`src/rtl/capture_ctrl_if.sv`:
```
// Command/trigger/RAM-side signals of capture_ctrl. Under CAPTURE_AUTO_TRIG_EN the
// auto-trigger timeout value and status flag are carried as well.
interface capture_ctrl_if #(
    parameter int AW = 9
`ifdef CAPTURE_AUTO_TRIG_EN
    , parameter int TMO_W = 16
`endif
);
    logic          capture_start;
    logic          capture_abort;
    logic          en_sample;
    logic [AW-1:0] trig_pos;
    logic          triggered;
    logic          clr_cap_done;
    logic          trig_en;
    logic          armed;
    logic          set_cap_done;
    logic          we;
    logic [AW-1:0] waddr;
    logic [AW-1:0] trace_end;
    logic          cap_done;
`ifdef CAPTURE_AUTO_TRIG_EN
    logic [TMO_W-1:0] tmo_val;
    logic             auto_trig;
`endif

    modport master (
        output capture_start, capture_abort, en_sample, trig_pos, triggered, clr_cap_done,
        input  trig_en, armed, set_cap_done, we, waddr, trace_end, cap_done
`ifdef CAPTURE_AUTO_TRIG_EN
        , output tmo_val, input auto_trig
`endif
    );

    modport slave (
        input  capture_start, capture_abort, en_sample, trig_pos, triggered, clr_cap_done,
        output trig_en, armed, set_cap_done, we, waddr, trace_end, cap_done
`ifdef CAPTURE_AUTO_TRIG_EN
        , input tmo_val, output auto_trig
`endif
    );
endinterface

```
`src/rtl/capture_ctrl.sv`:
```
// Scope capture sequencer: pre-trigger fill, armed wait, post-trigger count, done.
// Optional timeout auto-trigger in ARM is built with CAPTURE_AUTO_TRIG_EN.
module capture_ctrl #(
    parameter int ENTRIES = 512,
    parameter int AW      = 9,
    parameter int TMO_W   = 16
) (
    input  logic           clk,
    input  logic           rst_n,
    capture_ctrl_if.slave  bus
);
    typedef enum logic [2:0] {IDLE, PRE, ARM, POST, DONE} state_t;

    state_t        state, state_nxt;
    logic [AW:0]   cnt, cnt_nxt, cnt_inc;
    logic [AW:0]   pre_len;
    logic [AW-1:0] post_len;
    logic [AW-1:0] waddr, waddr_nxt;
    logic [AW-1:0] trace_end;
    logic          set_cap_done_q;
    logic          writing;
    logic          start_ok;
    logic          trig_hit;
    logic          done_evt;

    // trig_pos is AW bits wide so it can never exceed ENTRIES-1; no clamp needed.
    assign pre_len = (AW+1)'(ENTRIES) - {1'b0, post_len};
    assign cnt_inc = cnt + (AW+1)'(1);

`ifdef CAPTURE_AUTO_TRIG_EN
    logic [TMO_W-1:0] tmo_cnt;
    logic [TMO_W-1:0] tmo_inc;
    logic             tmo_hit;
    logic             auto_trig_q;

    assign tmo_inc = tmo_cnt + TMO_W'(1);
    assign tmo_hit = (state == ARM) && bus.en_sample && (bus.tmo_val != '0)
                     && (tmo_inc == bus.tmo_val);
    assign trig_hit = bus.triggered || tmo_hit;

    always_ff @(posedge clk or negedge rst_n) begin
        if (!rst_n) begin
            tmo_cnt     <= '0;
            auto_trig_q <= 1'b0;
        end else begin
            if (state != ARM)
                tmo_cnt <= '0;
            else if (bus.en_sample)
                tmo_cnt <= tmo_inc;
            if (start_ok && !bus.capture_abort)
                auto_trig_q <= 1'b0;
            else if (tmo_hit && !bus.triggered && !bus.capture_abort)
                auto_trig_q <= 1'b1;
        end
    end

    assign bus.auto_trig = auto_trig_q;
`else
    logic [TMO_W-1:0] unused_tmo;
    assign unused_tmo = '0;
    assign trig_hit   = bus.triggered;
`endif

    // A zero-length post phase exits without touching the RAM.
    always_comb begin
        writing   = bus.en_sample && ((state == PRE) || (state == ARM) ||
                                      ((state == POST) && (post_len != '0)));
        waddr_nxt = writing ? waddr + AW'(1) : waddr;
        start_ok  = bus.capture_start && ((state == IDLE) || (state == DONE));
    end

    always_comb begin
        state_nxt = state;
        cnt_nxt   = cnt;
        done_evt  = 1'b0;
        case (state)
            IDLE: begin
                cnt_nxt = '0;
                if (start_ok) state_nxt = PRE;
            end
            PRE: begin
                if (writing) begin
                    if (cnt_inc == pre_len) begin
                        state_nxt = ARM;
                        cnt_nxt   = '0;
                    end else begin
                        cnt_nxt = cnt_inc;
                    end
                end
            end
            ARM: begin
                if (trig_hit) begin
                    state_nxt = POST;
                    cnt_nxt   = '0;
                end
            end
            POST: begin
                if (post_len == '0) begin
                    state_nxt = DONE;
                    done_evt  = 1'b1;
                end else if (writing) begin
                    if (cnt_inc == {1'b0, post_len}) begin
                        state_nxt = DONE;
                        done_evt  = 1'b1;
                    end else begin
                        cnt_nxt = cnt_inc;
                    end
                end
            end
            DONE: begin
                if (start_ok) begin
                    state_nxt = PRE;
                    cnt_nxt   = '0;
                end else if (bus.clr_cap_done) begin
                    state_nxt = IDLE;
                end
            end
            default: state_nxt = IDLE;
        endcase
        if (bus.capture_abort) begin
            state_nxt = IDLE;
            cnt_nxt   = '0;
            done_evt  = 1'b0;
        end
    end

    always_ff @(posedge clk or negedge rst_n) begin
        if (!rst_n) begin
            state          <= IDLE;
            cnt            <= '0;
            waddr          <= '0;
            post_len       <= '0;
            trace_end      <= '0;
            set_cap_done_q <= 1'b0;
        end else begin
            state          <= state_nxt;
            cnt            <= cnt_nxt;
            waddr          <= waddr_nxt;
            set_cap_done_q <= done_evt;
            if (start_ok && !bus.capture_abort)
                post_len <= bus.trig_pos;
            if (done_evt)
                trace_end <= waddr_nxt - AW'(1);
        end
    end

    assign bus.we           = writing;
    assign bus.waddr        = waddr;
    assign bus.trace_end    = trace_end;
    assign bus.trig_en      = (state == PRE) || (state == ARM) || (state == POST);
    assign bus.armed        = (state == ARM);
    assign bus.cap_done     = (state == DONE);
    assign bus.set_cap_done = set_cap_done_q;
endmodule
```
`src/flat_wrapper.sv`:
```
// flat-port wrapper written by rule: the top's interface ports become plain ports
module capture_ctrl_flat 
#(
    parameter int ENTRIES = 512,
    parameter int AW      = 9,
    parameter int TMO_W   = 16
)
  (clk, rst_n, bus_capture_start, bus_capture_abort, bus_en_sample, bus_trig_pos, bus_triggered, bus_clr_cap_done, bus_trig_en, bus_armed, bus_set_cap_done, bus_we, bus_waddr, bus_trace_end, bus_cap_done);
  capture_ctrl_if #(.AW(AW)) bus_i ();
  input  logic clk;
  input  logic rst_n;
  input wire logic [$bits(bus_i.capture_start)-1:0] bus_capture_start;
  input wire logic [$bits(bus_i.capture_abort)-1:0] bus_capture_abort;
  input wire logic [$bits(bus_i.en_sample)-1:0] bus_en_sample;
  input wire logic [$bits(bus_i.trig_pos)-1:0] bus_trig_pos;
  input wire logic [$bits(bus_i.triggered)-1:0] bus_triggered;
  input wire logic [$bits(bus_i.clr_cap_done)-1:0] bus_clr_cap_done;
  output wire logic [$bits(bus_i.trig_en)-1:0] bus_trig_en;
  output wire logic [$bits(bus_i.armed)-1:0] bus_armed;
  output wire logic [$bits(bus_i.set_cap_done)-1:0] bus_set_cap_done;
  output wire logic [$bits(bus_i.we)-1:0] bus_we;
  output wire logic [$bits(bus_i.waddr)-1:0] bus_waddr;
  output wire logic [$bits(bus_i.trace_end)-1:0] bus_trace_end;
  output wire logic [$bits(bus_i.cap_done)-1:0] bus_cap_done;
  assign bus_i.capture_start = bus_capture_start;
  assign bus_i.capture_abort = bus_capture_abort;
  assign bus_i.en_sample = bus_en_sample;
  assign bus_i.trig_pos = bus_trig_pos;
  assign bus_i.triggered = bus_triggered;
  assign bus_i.clr_cap_done = bus_clr_cap_done;
  assign bus_trig_en = bus_i.trig_en;
  assign bus_armed = bus_i.armed;
  assign bus_set_cap_done = bus_i.set_cap_done;
  assign bus_we = bus_i.we;
  assign bus_waddr = bus_i.waddr;
  assign bus_trace_end = bus_i.trace_end;
  assign bus_cap_done = bus_i.cap_done;
  capture_ctrl #(.ENTRIES(ENTRIES), .AW(AW), .TMO_W(TMO_W)) u_core (.clk(clk), .rst_n(rst_n), .bus(bus_i));
endmodule
```
`config.mk`:
```
export PLATFORM = sky130hd
export DESIGN_NAME = capture_ctrl_flat
export DESIGN_NICKNAME = d
export VERILOG_FILES = /design/src/rtl/capture_ctrl_if.sv /design/src/rtl/capture_ctrl.sv /design/src/flat_wrapper.sv
export SDC_FILE = /design/constraint.sdc
export NUM_CORES = 1
export LEC_CHECK = 0
export BUFFER_PORTS_ARGS = -buffer_cell sky130_fd_sc_hd__buf_4
export CORE_MARGIN = 8
export CORE_UTILIZATION = 57
export DETAILED_ROUTE_END_ITERATION = 6
export PLACE_DENSITY_LB_ADDON = 0.08
export SLEW_MARGIN = 15
export SYNTH_ARGS = -nofsm -noshare
export SYNTH_HDL_FRONTEND = slang
export SYNTH_SLANG_ARGS = --single-unit
```
`constraint.sdc`:
```
create_clock -name clk -period 4.6 [get_ports clk]
set_input_delay 0.23 -clock clk [delete_from_list [all_inputs] [get_ports clk]]
set_output_delay 0.23 -clock clk [all_outputs]
set_load 0.05 [all_outputs]
```
==> out/summary.md <==
Achievable frequency: 0.2642 GHz. Data arrives at the worst endpoint at 3.97 ns. The share of synthesized flip-flops with an asynchronous set or reset was 100.0%. Initial antenna violation count: 0.

The routed via count divided by cell count works out to 5.933. The worst setup path is launched from a flip-flop. The worst hold path terminates at u_core.post_len[8]$_DFFE_PN0P_. In the global route stage, overall resource usage came out at 17.81%. For the final routed database, the setup TNS stands at 0 ns. Summing all multi-input logic gate instances after layout gives 1488 sq um. For the worst-case clock skew, the log shows 0.007346 ns. The total area inside the core boundary comes to 4598 sq um.

The tools report the post-synthesis net count as 306. The clock reaches the later pin of the worst-skew pair after 0.30 ns. Measured against its own limit, the worst slew margin works out to 43.85%. The run finished with clean final reports.

For the required time of the critical path, the log shows 4.79 ns. The startpoint identified for the worst hold timing path is bus_trig_pos[8]. The run gives 0.81 ns as the reg-to-reg setup timing slack. Setup repair after global routing left no endpoint under its margin.

No sink is reached through more buffers than the 2 on the longest clock path. The detail route stage leaves a number of antenna-violating nets equal to 0. Most common cell after layout, fill and taps aside: sky130_fd_sc_hd__dfrtp_1. Setup violations remaining at the end of the flow were counted as 0.

The slew at the pin with the worst max-slew slack was 0.8392 ns. The cell area after technology mapping is 2656 sq um, and the pin count of the biggest net entering global routing is 42. In this run the power density over the cells is 526.7 nW/um^2. The iteration-0 DRC count of the detailed router came out at 116. For this run, the leading register cell type out of synthesis is sky130_fd_sc_hd__dfrtp_1.

Max-cap violations in this run came to 0. The antenna diode instance count is 0, and the top-area cell type share of the netlist area is 38.62%. For the number of hold violations in the final report, the log shows 0. For this design the static power due to leakage is 1.348 nW. Summing over every cut layer, the via total after detailed routing is 2225. For this run, design rule violations remaining after detail routing come to 0. After detailed routing, the total wire length is 6156 um. The depth of the worst register-to-register path came out at 15.

Relative to the synthesized area, the layout overhead comes to 14.93%. The tools report the iteration count of the initial detailed-routing pass as 4. The root cell of the clock tree is sky130_fd_sc_hd__clkbuf_8. Quantity of I/O buffers inserted on ports: 38. The tools report the worst flop-to-flop path endpoint as u_core.bus.trace_end[8]$_DFFE_PN0P_.

The total half-perimeter wirelength after legalization and detailed placement is 4778 um, and the final routed wire length divided by cell count is 16.42 um. Of all nets on the critical path, the largest fanout is 5. Fill cells in the final layout number 382. Start of the worst register-to-register path: u_core.post_len[1]$_DFFE_PN0P_. The I/O pin total is 39, and the floorplan die area is 7101 sq um. The count of pins over their slew limit was 0; the average footprint of a synthesized cell was 9.320 sq um.

The logs give 0 for the post-CTS setup buffer count and 285 for the number of standard cells after synthesis. The total number of clock tree sinks was 41. The floorplan step set the die width to 84.27 um.

The peak supply drop is 0.3289 mV. The worst setup path is of the reg -> reg kind. The tools report the count of unique library cells instantiated by Yosys as 54. The number of global-route vias before repair was 2225; the footprint of the flip-flops and latches was 1026 sq um. Counting instances, the worst hold path has a depth of 3. The floorplan has 25 rows. TritonCTS built the clock tree.

The placed instances occupy a cell area of 2957 sq um. Endpoint kind of the worst setup timing path: a flip-flop. Ranked by total cell area, the synthesized netlist is headed by sky130_fd_sc_hd__dfrtp_1 (39%), sky130_fd_sc_hd__xnor2_1 (6.6%), sky130_fd_sc_hd__nand2_1 (4.0%).

The die is 84.27 um tall. Of the available clock period, the critical path in the final layout requires 82.30%. Depth of the CTS H-tree: 2. The minimum clock period after layout was 3.786 ns. The portion of the post-synthesis area used by sequential elements is 38.62%, and the proportion of layout cells with a drive suffix above 1 is 20.25%. CTS buffer count: 5.

Leaving out fill and tap cells, the most frequent cells in the layout are sky130_fd_sc_hd__dfrtp_1 (41), sky130_fd_sc_hd__buf_4 (38), sky130_fd_sc_hd__nand2_1 (28). In the final design database the tool counted 341 nets. In this run, synthesis produced a sequential element count of 41.

The first global-routing pass estimated 10480 um of wire. Summed over all instances, the cell type with the most area after synthesis is sky130_fd_sc_hd__dfrtp_1. Clock-pin slew was measured on the worst setup and hold paths at 0.08 ns. For this configuration, the core starts out at a cell density of 57.77%. For this run, the number of Yosys warnings is 0. Final design instance area without fill: 3053 sq um. The worst hold path belongs to the class in -> reg. The weighted congestion reported at the end of routability-driven placement is 0.9348, and the residual overflow from global routing is 0. The number of synthesized flops with an enable pin was 0.
layout make-up:
type	count	share of cell area, %
inverters	24	2.951
clock buffers	5	2.254
well taps	54	2.213
flip-flops and latches	41	33.61
multi-input cells	209	48.73
clock inverters	3	0.5738
repair buffers	39	9.672
timing repair:
item                      CTS  global route
hold buffers                1             0
hold endpoints to repair   41             0
gates resized for setup     0             0
cells by family (layout without fill, tap and decap cells):
family                   Yosys count  in the layout  share of synthesized area (%)
XOR/XNOR                          31             31                          11.78
multiplexers                      17             17                          7.160
buffers and inverters             35             71                          5.370
AND/OR/NAND/NOR                   99             99                          19.69
AO/OA/AOI/OAI                     57             57                          15.03
flip-flops                        41             41                          38.62
adder cells (fa/ha/maj)            5              5                          2.355
how the worst max path moves through the flow:
| stage | start | endpoint | slack, ns | depth (start not counted) |
|---|---|---|---|---|
| after global routing | u_core.post_len[1]$_DFFE_PN0P_ | u_core.bus.trace_end[8]$_DFFE_PN0P_ | 0.52 | 15 |
| after CTS | u_core.post_len[1]$_DFFE_PN0P_ | u_core.bus.trace_end[8]$_DFFE_PN0P_ | 0.81 | 15 |
| after global placement | u_core.post_len[1]$_DFFE_PN0P_ | u_core.bus.trace_end[8]$_DFFE_PN0P_ | 0.95 | 15 |
| final | u_core.post_len[1]$_DFFE_PN0P_ | u_core.bus.trace_end[8]$_DFFE_PN0P_ | 0.81 | 15 |
| after detailed placement | u_core.post_len[1]$_DFFE_PN0P_ | u_core.bus.trace_end[8]$_DFFE_PN0P_ | 0.82 | 15 |
| after floorplan | u_core.post_len[1]$_DFFE_PN0P_ | u_core.bus.trace_end[8]$_DFFE_PN0P_ | 1.0 | 15 |
per-stage QoR:
step | power [mW] | utilization (%) | hold WS [ns] | std cells | setup slack [ns]
after detailed placement | 1.379 | 64.30 | 0.2466 | 366 | 0.8238
after floorplan | 1.175 | - | -0.06559 | 285 | 0.9982
after global routing | 1.724 | 66.39 | 0.1539 | 375 | 0.5189
after global placement | 1.368 | 64.30 | 0.2385 | 366 | 0.9518
final | 1.608 | 66.39 | 0.1452 | 375 | 0.8144
after CTS | 1.619 | 66.39 | 0.1343 | 375 | 0.8135
report_power, final:
part           leakage [nW]  total [mW]  internal [mW]  switching [mW]
logic                 0.763       0.814          0.334           0.480
registers             0.541       0.561          0.436           0.125
clock network        0.0439       0.233          0.105           0.128
metal layers:
| layer | GRT usage, % | share of wire, % | up-vias |
|---|---|---|---|
| met5 | 0 | 0 | - |
| met4 | 8.006 | 2.1 | 0 |
| met3 | 4.550 | 4.8 | 12 |
| met2 | 29.94 | 51 | 57 |
| met1 | 20.71 | 42 | 1064 |
| li1 | - | - | 1092 |
cell usage after synthesis (4+ instances only):
library cell / count
sky130_fd_sc_hd__dfrtp_1: 41
sky130_fd_sc_hd__nand2_1: 28
sky130_fd_sc_hd__inv_1: 22
sky130_fd_sc_hd__xnor2_1: 20
sky130_fd_sc_hd__nand3_1: 16
sky130_fd_sc_hd__nor3_1: 15
sky130_fd_sc_hd__nor2_1: 13
sky130_fd_sc_hd__a21oi_1: 10
sky130_fd_sc_hd__mux2_1: 9
sky130_fd_sc_hd__o22ai_1: 9
sky130_fd_sc_hd__o21ai_0: 8
sky130_fd_sc_hd__xor2_1: 8
sky130_fd_sc_hd__and3_1: 7
sky130_fd_sc_hd__clkbuf_1: 7
sky130_fd_sc_hd__mux2_2: 7
sky130_fd_sc_hd__o21ai_1: 6
sky130_fd_sc_hd__ha_1: 5
sky130_fd_sc_hd__nand4_1: 4
state kept, by name, summed over array words and instances, names as in the netlist:
register and flops:
u_core.cnt 10, u_core.bus.waddr 9, u_core.state 3, u_core.bus.trace_end 9, u_core.post_len 9, u_core.bus.set_cap_done 1
critical path: stages (launching register included):
cell	delay, ns
sky130_fd_sc_hd__dfrtp_1	0.41
sky130_fd_sc_hd__inv_1	0.14
sky130_fd_sc_hd__ha_1	0.24
sky130_fd_sc_hd__or3b_1	0.38
sky130_fd_sc_hd__nor3_1	0.20
sky130_fd_sc_hd__ha_1	0.24
sky130_fd_sc_hd__nand3_1	0.13
sky130_fd_sc_hd__nand3_1	0.23
sky130_fd_sc_hd__inv_2	0.10
sky130_fd_sc_hd__xnor2_1	0.29
sky130_fd_sc_hd__ha_1	0.24
sky130_fd_sc_hd__and3_1	0.21
sky130_fd_sc_hd__nand3_1	0.12
sky130_fd_sc_hd__or3_1	0.35
sky130_fd_sc_hd__xnor2_1	0.13
sky130_fd_sc_hd__mux2_1	0.29
No activity file was read; power rests on OpenSTA's default activity.
